## src/rtl/mul_seq_ctrl.sv

```systemverilog
// Sequential repeated-addition multiplier: a four-state controller drives the A/B/P datapath.
// Optional build macro EARLY_ZERO_EN: CALC also exits when A == 0.
module mul_seq_ctrl #(
   parameter int W = 16
) (
   input  logic           clk,
   input  logic           rst_n,
   input  logic           start,
   input  logic [W-1:0]   din,
   output logic           busy,
   output logic           done,
   output logic [2*W-1:0] product,
   output logic           eqz
);

   typedef enum logic [1:0] {
      S_IDLE  = 2'd0,
      S_LOADB = 2'd1,
      S_CALC  = 2'd2,
      S_DONE  = 2'd3
   } state_t;

   typedef struct packed {
      logic [W-1:0]   a;
      logic [W-1:0]   b;
      logic [2*W-1:0] p;
   } dp_t;

   state_t state_q, state_d;
   dp_t    dp_q, dp_d;
   logic   busy_q, busy_d;
   logic   done_q, done_d;
   logic   calc_exit;

   assign eqz = (dp_q.b == '0);

`ifdef EARLY_ZERO_EN
   assign calc_exit = eqz | (dp_q.a == '0);
`else
   assign calc_exit = eqz;
`endif

   always_comb begin
      state_d = state_q;
      dp_d    = dp_q;
      case (state_q)
         S_IDLE: begin
            if (start) begin
               dp_d.a  = din;
               state_d = S_LOADB;
            end
         end
         S_LOADB: begin
            dp_d.b  = din;
            dp_d.p  = '0;
            state_d = S_CALC;
         end
         S_CALC: begin
            if (calc_exit) begin
               state_d = S_DONE;
            end else begin
               // B only counts down while non-zero, so it never wraps
               dp_d.p = dp_q.p + {{W{1'b0}}, dp_q.a};
               dp_d.b = dp_q.b - 1'b1;
            end
         end
         S_DONE: begin
            state_d = S_IDLE;
         end
         default: begin
            state_d = S_IDLE;
         end
      endcase
      // status flags are registered alongside the state they describe
      busy_d = (state_d != S_IDLE);
      done_d = (state_d == S_DONE);
   end

   always_ff @(posedge clk) begin
      if (!rst_n) begin
         state_q <= S_IDLE;
         dp_q    <= '0;
         busy_q  <= 1'b0;
         done_q  <= 1'b0;
      end else begin
         state_q <= state_d;
         dp_q    <= dp_d;
         busy_q  <= busy_d;
         done_q  <= done_d;
      end
   end

   assign busy    = busy_q;
   assign done    = done_q;
   assign product = dp_q.p;

endmodule

```

## config.mk

```make
export PLATFORM = sky130hd
export DESIGN_NAME = mul_seq_ctrl
export DESIGN_NICKNAME = d
export VERILOG_FILES = /design/src/rtl/mul_seq_ctrl.sv
export SDC_FILE = /design/constraint.sdc
export NUM_CORES = 1
export LEC_CHECK = 0
export ABC_AREA = 0
export CAP_MARGIN = 20
export CELL_PAD_IN_SITES_DETAIL_PLACEMENT = 0
export CELL_PAD_IN_SITES_GLOBAL_PLACEMENT = 1
export CORE_MARGIN = 2
export CORE_UTILIZATION = 43
export CTS_BUF_LIST = sky130_fd_sc_hd__clkbuf_4
export CTS_CLUSTER_DIAMETER = 200
export DETAILED_ROUTE_END_ITERATION = 10
export GPL_TIMING_DRIVEN = 1
export PLACE_DENSITY_LB_ADDON = 0.1
export SLEW_MARGIN = 0
export SYNTH_ARGS = -nofsm -noshare
export SYNTH_HDL_FRONTEND = slang
export SYNTH_SLANG_ARGS = --single-unit
```

## constraint.sdc

```tcl
create_clock -name clk -period 3.2 [get_ports clk]
set_clock_uncertainty 0.05 [all_clocks]
set_input_delay 0.32 -clock clk [delete_from_list [all_inputs] [get_ports clk]]
set_output_delay 0.32 -clock clk [all_outputs]
set_load 0.02 [all_outputs]
```

# After elaboration in Yosys (flattened, before gate mapping)
# Cells that the tools add are included.
[word_totals]
ff_bits = 68
in_bits = 19
out_inout_bits = 35
word_cells = 24
[op_classes]
addsub = 2
eq_ne = 5
mux = 5
n_reduce_logical = 6
[ops]
columns = ["cell", "n"]
rows = [
  ["case mux 48 bit (2 select lines)", 1],
  ["two-way mux 48 bit", 1],
  ["adder 32 x 16 -> 32 bit", 1],
  ["logical NOT 16 bit", 1],
  ["subtractor 16 x 1 -> 16 bit, second input constant", 1],
  ["case mux 2 bit (4 select lines)", 1],
  ["== test 2 bit, second input constant", 3],
  ["two-way mux 2 bit", 2],
  ["AND reduction 2 bit", 2],
  ["nonzero test 2 bit", 2],
  ["== test 2 x 1 -> 1 bit, second input constant", 1],
  ["logical NOT 2 bit", 1],
  ["inequality test 2 bit, second input constant", 1],
]

# Longest topological paths before layout
[depth]
word_depth = 4
ltp_mapped = 10
depth_no_buf = 10

# Least setup slack after synthesis
# OpenSTA, ideal clock, no wires.
[synth_timing]
path_type = "register -> register"
from = "register dp_q, in the netlist product[0]"
to = "register dp_q, in the netlist product[26]"
setup_ps = 71
t_arrival_ps = 2332
t_required_ps = 3079
path_slack_ps = 747
stages_incl_launch_ff = 11
path_buffers = 0
period_less_slack_ps = 2453
path_cell_list = "dfxtp_1 > ha_1 > inv_1 > fa_1 > nand2b_1 > a21oi_2 > a21oi_2 > o21ai_4 > a31oi_4 > or4_1 > a21oi_1"
[synth_between]
elab_chain_len = 3
[synth_lines]
columns = ["element", "line_no", "text"]
rows = [
  ["from (decl)", "30", "dp_t dp_q, dp_d;"],
  ["from (signal assigned)", "87", "dp_q <= dp_d;"],
  ["adder 32 x 16 -> 32 bit", "63", "dp_d.p = dp_q.p + {{W{1'b0}}, dp_q.a};"],
  ["two-way mux 48 bit", "59", "if (calc_exit) begin"],
  ["case mux 48 bit (2 select lines)", "46", "case (state_q)"],
]
# No other way between the ends. The select of a mux whose other input is x is not followed.
# A chain may end at the register's enable or synchronous reset.

# Worst setup path after layout
[layout_timing]
from = "register dp_q[32] in the netlist's numbering"
to = "output eqz"
[layout_between]
elab_chain_len = 1
[layout_lines]
columns = ["element", "line_no", "text"]
rows = [
  ["logical NOT 16 bit", "35", "assign eqz = (dp_q.b == '0);"],
  ["to (decl)", "13", "output logic eqz"],
]
# No other way between the ends.

==> summary by stage <==
Worst setup path
The worst register-to-register path has a setup slack of 0.44 ns. The critical path goes through inv_1 -> ha_1 -> or4b_1 -> nor3_4 -> nand2_1 -> nor4_1 -> dlygate4sd2_1. The count of buffering cells on the critical path with inverters included is 2. The largest stage delay on the critical path is 0.54 ns.

The category of the worst setup path capture point is an output pin. At the worst endpoint, the required time is 2.83 ns. The critical path's slowest cell is sky130_fd_sc_hd__or4b_1. The worst setup path is of the flop to output pin kind.

The data arrival at the endpoint of the critical path is 2.57 ns. The family with the most delay on the worst path is simple AND/OR/NAND/NOR gates. The nature of the critical path startpoint is a flop. The largest fanout on the critical path is 6.

Placement
The detailed placer's ending HPWL is 7840 um. The congestion estimate from routability-driven global placement came to 0.831. The number of buffer cells added on primary ports is 53.

Job
Max-cap violations in this run came to 0.

STA
Derived from the worst setup path, the maximum achievable clock frequency is 340 MHz. The final-report setup violation count is 0. In the finished design, the share of the clock period the worst path needs comes to 0.919. In this run the tightest slew margin relative to its limit is 0.416. The final period demand of the worst path is 2.94 ns. At the pin with the least slew margin, the transition time is 0.873 ns.

Adding up every negative setup slack in the final design gives 0 ns. Setup repair after global routing left no endpoint under its margin. The worst hold margin is 0.424 ns. The hold violation total from the final report is 0. The number of max-slew violations in the final report came to 0.

Clock network
After clock tree synthesis, the clock-pin slew on the worst setup and hold paths is 0.12 ns. Gates resized during post-CTS repair numbered 1. For this design, the sink count on the clock tree is 68. The cell at the root of the clock tree is sky130_fd_sc_hd__clkbuf_4. The setup fix buffers added after clock tree synthesis is 0. The CTS tree is done. The clock passes through at most 2 buffers.

The clock latency reported for the late side of the worst-skew pair is 0.41 ns. The quantity of hold-fixing buffers added after cts is 0. The H-tree generated during clock tree synthesis spans 3 levels.

Clock tree synthesis inserted a total of 9 buffers.

Yosys
Of the total synthesized cell area, the portion taken by XOR and XNOR cells is 0.0316. Counting flops with a built-in enable in the synthesized netlist gives 0. The mean instance size in the synthesized netlist is 7.86 um2.

The main combinational cell family by area after synthesis is simple AND/OR/NAND/NOR gates. After synthesis the cells add up to 4160 um2. The fraction of the mapped netlist area in compound gates is 0.224. The number of synthesized register bits is 68. The net count after synthesis is 571. Of the total synthesized cell area, the portion taken by AND, OR, NAND and NOR gates is 0.248.

The multiplexer share of the synthesized area is 0.00962. The synthesized netlist contains 62 unique library cells. The synthesized instance count is 530. The prevailing post-synth register cell is sky130_fd_sc_hd__dfxtp_1. The fraction of registers with async set or reset after synthesis is 0. The number of warning messages in the yosys log is 0. The adder-cell share of the synthesized area is 0.0679.

The proportion of synthesized chip area in sequential cells is 0.327.

Global route
Across every metal layer, demand over resource in global routing totals 0.218. The met3 track demand over resource is 0.0520. For met2 alone, demand over resource in global routing was 0.352. The number of global-route vias before repair is 3571. The number of antenna violations at the first check in global routing is 0. The first global-routing pass estimated 17800 um of wire. The routing usage on met1 is 0.302. Entering global routing, the biggest net connects 32 pins.

The remaining global-route overflow is 0. After global routing, the most crowded layer is met2.

Drt
For this block, the via count after detailed routing is 3736. The DRC marker count from the first detailed-route iteration is 246. The mean routed wirelength per cell is 15.7 um. The sum of routed wire length over all layers is 10700 um. The number of design rule violations left after detail routing is 0.

The first-pass iteration count of the detailed router is 4. The detail-routed via count per cell is 5.48. The count of antenna-violating nets left after detailed routing is 0.

Finish
In the final layout, the share of cells above drive strength 1 is 0.0759. The final net count is 589. The area growth from synthesis to layout is 13.8%. 0 antenna diodes ended up in the layout.

In the layout the commonest cells are 70 x sky130_fd_sc_hd__nand2_1, 68 x sky130_fd_sc_hd__a21oi_1, 68 x sky130_fd_sc_hd__dfxtp_1. The most common library cell in the layout ignoring fill and taps is sky130_fd_sc_hd__nand2_1. Fill cells in the final layout number 951.

Die
The number of rows in the core area is 35. The die boundary height is 102 um. The core area is 9330 um2. The die covers 10500 um2. The starting utilization of the core area is 0.446.

Pin placement for this block handled 54 I/O pins. Measured along the x axis, the die boundary spans 102 um.

Power and ir drop
Of the total power, the clock network draws 0.179. The share of total power dissipated in combinational logic is 0.489. The leakage power is 0.00169 uW.

The net switching power of the design is 1630 uW. Of the total power, registers draw 0.333. IR analysis of the VDD net gives a maximum drop of 0.542 mV. The power per cell area is 756 nW/um2. The cell-internal power is 1950 uW. The fraction of power spent switching nets is 0.455.

Outcome
The flow ran to the end, and the final reports show no timing, DRC or antenna violations.

Worst hold path
The worst hold path belongs to the class flop to flop.
[final timing paths]
check	cells after the start	start	endpoint
setup / recovery	7	dp_q[32]	eqz
hold / removal	2	dp_q[48]	dp_q[48]
setup reg to reg	10	product[0]	product[26]
hold reg to reg	2	dp_q[48]	dp_q[48]
[power groups by stage]
| stage | registers [uW] | clock network (uW) | logic (uW) |
|---|---|---|---|
| 2_1_floorplan | 1170 | 0 | 1300 |
| 3_3_place_gp | 1210 | 0 | 1750 |
| 3_5_place_dp | 1210 | 0 | 1760 |
| 4_1_cts | 1190 | 654 | 1760 |
| 5_1_grt | 1220 | 688 | 1970 |
| 6_report | 1190 | 640 | 1750 |
[synth_stat cells, types with 5 or more instances]
library cell               count  share of area
sky130_fd_sc_hd__o31ai_1       6          0.011
sky130_fd_sc_hd__nand2_1      70          0.063
sky130_fd_sc_hd__a21oi_1      68          0.082
sky130_fd_sc_hd__o21ai_0      22          0.026
sky130_fd_sc_hd__dfxtp_1      68           0.33
sky130_fd_sc_hd__clkbuf_1     13          0.012
sky130_fd_sc_hd__inv_1        12          0.011
sky130_fd_sc_hd__nor3_1       15          0.018
sky130_fd_sc_hd__a21o_1        5         0.0090
sky130_fd_sc_hd__or3_1         6         0.0090
sky130_fd_sc_hd__nand2b_1      8          0.012
sky130_fd_sc_hd__o211ai_1      5         0.0090
sky130_fd_sc_hd__nand3_1      29          0.035
sky130_fd_sc_hd__nand4_1       6         0.0090
sky130_fd_sc_hd__buf_4        32          0.058
sky130_fd_sc_hd__and2_1        9          0.014
sky130_fd_sc_hd__nor2_1       33          0.030
sky130_fd_sc_hd__a211oi_1      5         0.0090
sky130_fd_sc_hd__xnor2_1      13          0.027
sky130_fd_sc_hd__or2_2         6         0.0090
sky130_fd_sc_hd__ha_1         21          0.063
sky130_fd_sc_hd__nor2b_1       5         0.0075
sky130_fd_sc_hd__buf_2         7         0.0084
sky130_fd_sc_hd__a31oi_1       5         0.0075
[worst min-delay path: stages, from the launching register on]
cell	delay, ns
sky130_fd_sc_hd__dfxtp_1	0.33
sky130_fd_sc_hd__nand2_1	0.05
sky130_fd_sc_hd__a21oi_1	0.05
[stage by stage]
| stage | cell area, um2 | worst slack [ns] | utilization | instances | total power (uW) |
|---|---|---|---|---|---|
| 2_1_floorplan | 4160 | 0.747 | - | 530 | 2470 |
| 3_3_place_gp | 4580 | 0.459 | 0.491 | 666 | 2950 |
| 3_5_place_dp | 4580 | 0.445 | 0.491 | 666 | 2970 |
| 4_1_cts | 4740 | 0.233 | 0.508 | 682 | 3600 |
| 5_1_grt | 4740 | 0.0467 | 0.508 | 682 | 3870 |
| 6_report | 4740 | 0.259 | 0.508 | 682 | 3580 |
[routing by layer]
metal	routed length (um)	part of all wire
met1	5100	0.48
met3	679	0.063
met2	4880	0.45
met4	70	0.0065
met5	0	0
[state kept, by name, indices dropped and copies added, names as in the netlist]
| register | count |
|---|---|
| busy | 1 |
| done | 1 |
| dp_q | 32 |
| product | 32 |
| state_q | 2 |
[logic make-up after synthesis]
| kind of cell | count (synthesis) |
|---|---|
| and+or+nand+nor | 206 |
| AOI/OAI and AO/OA | 147 |
| buffers and inverters | 68 |
| DFF | 68 |
| adders and majority gates | 22 |
| xor gates and xnor gates | 15 |
| muxes | 4 |
[area by class of cell]
cell class / instances / area [um2] / area share
Sequential cell: 68 / 1360 / 0.287
Clock buffer: 10 / 75.1 / 0.0158
Timing Repair Buffer: 61 / 589 / 0.124
Multi-Input combinational cell: 394 / 2420 / 0.511
Tap cell: 129 / 161 / 0.0341
Inverter: 14 / 52.6 / 0.0111
Clock inverter: 6 / 78.8 / 0.0166
Note: power is estimated with default switching activity, not from simulation.
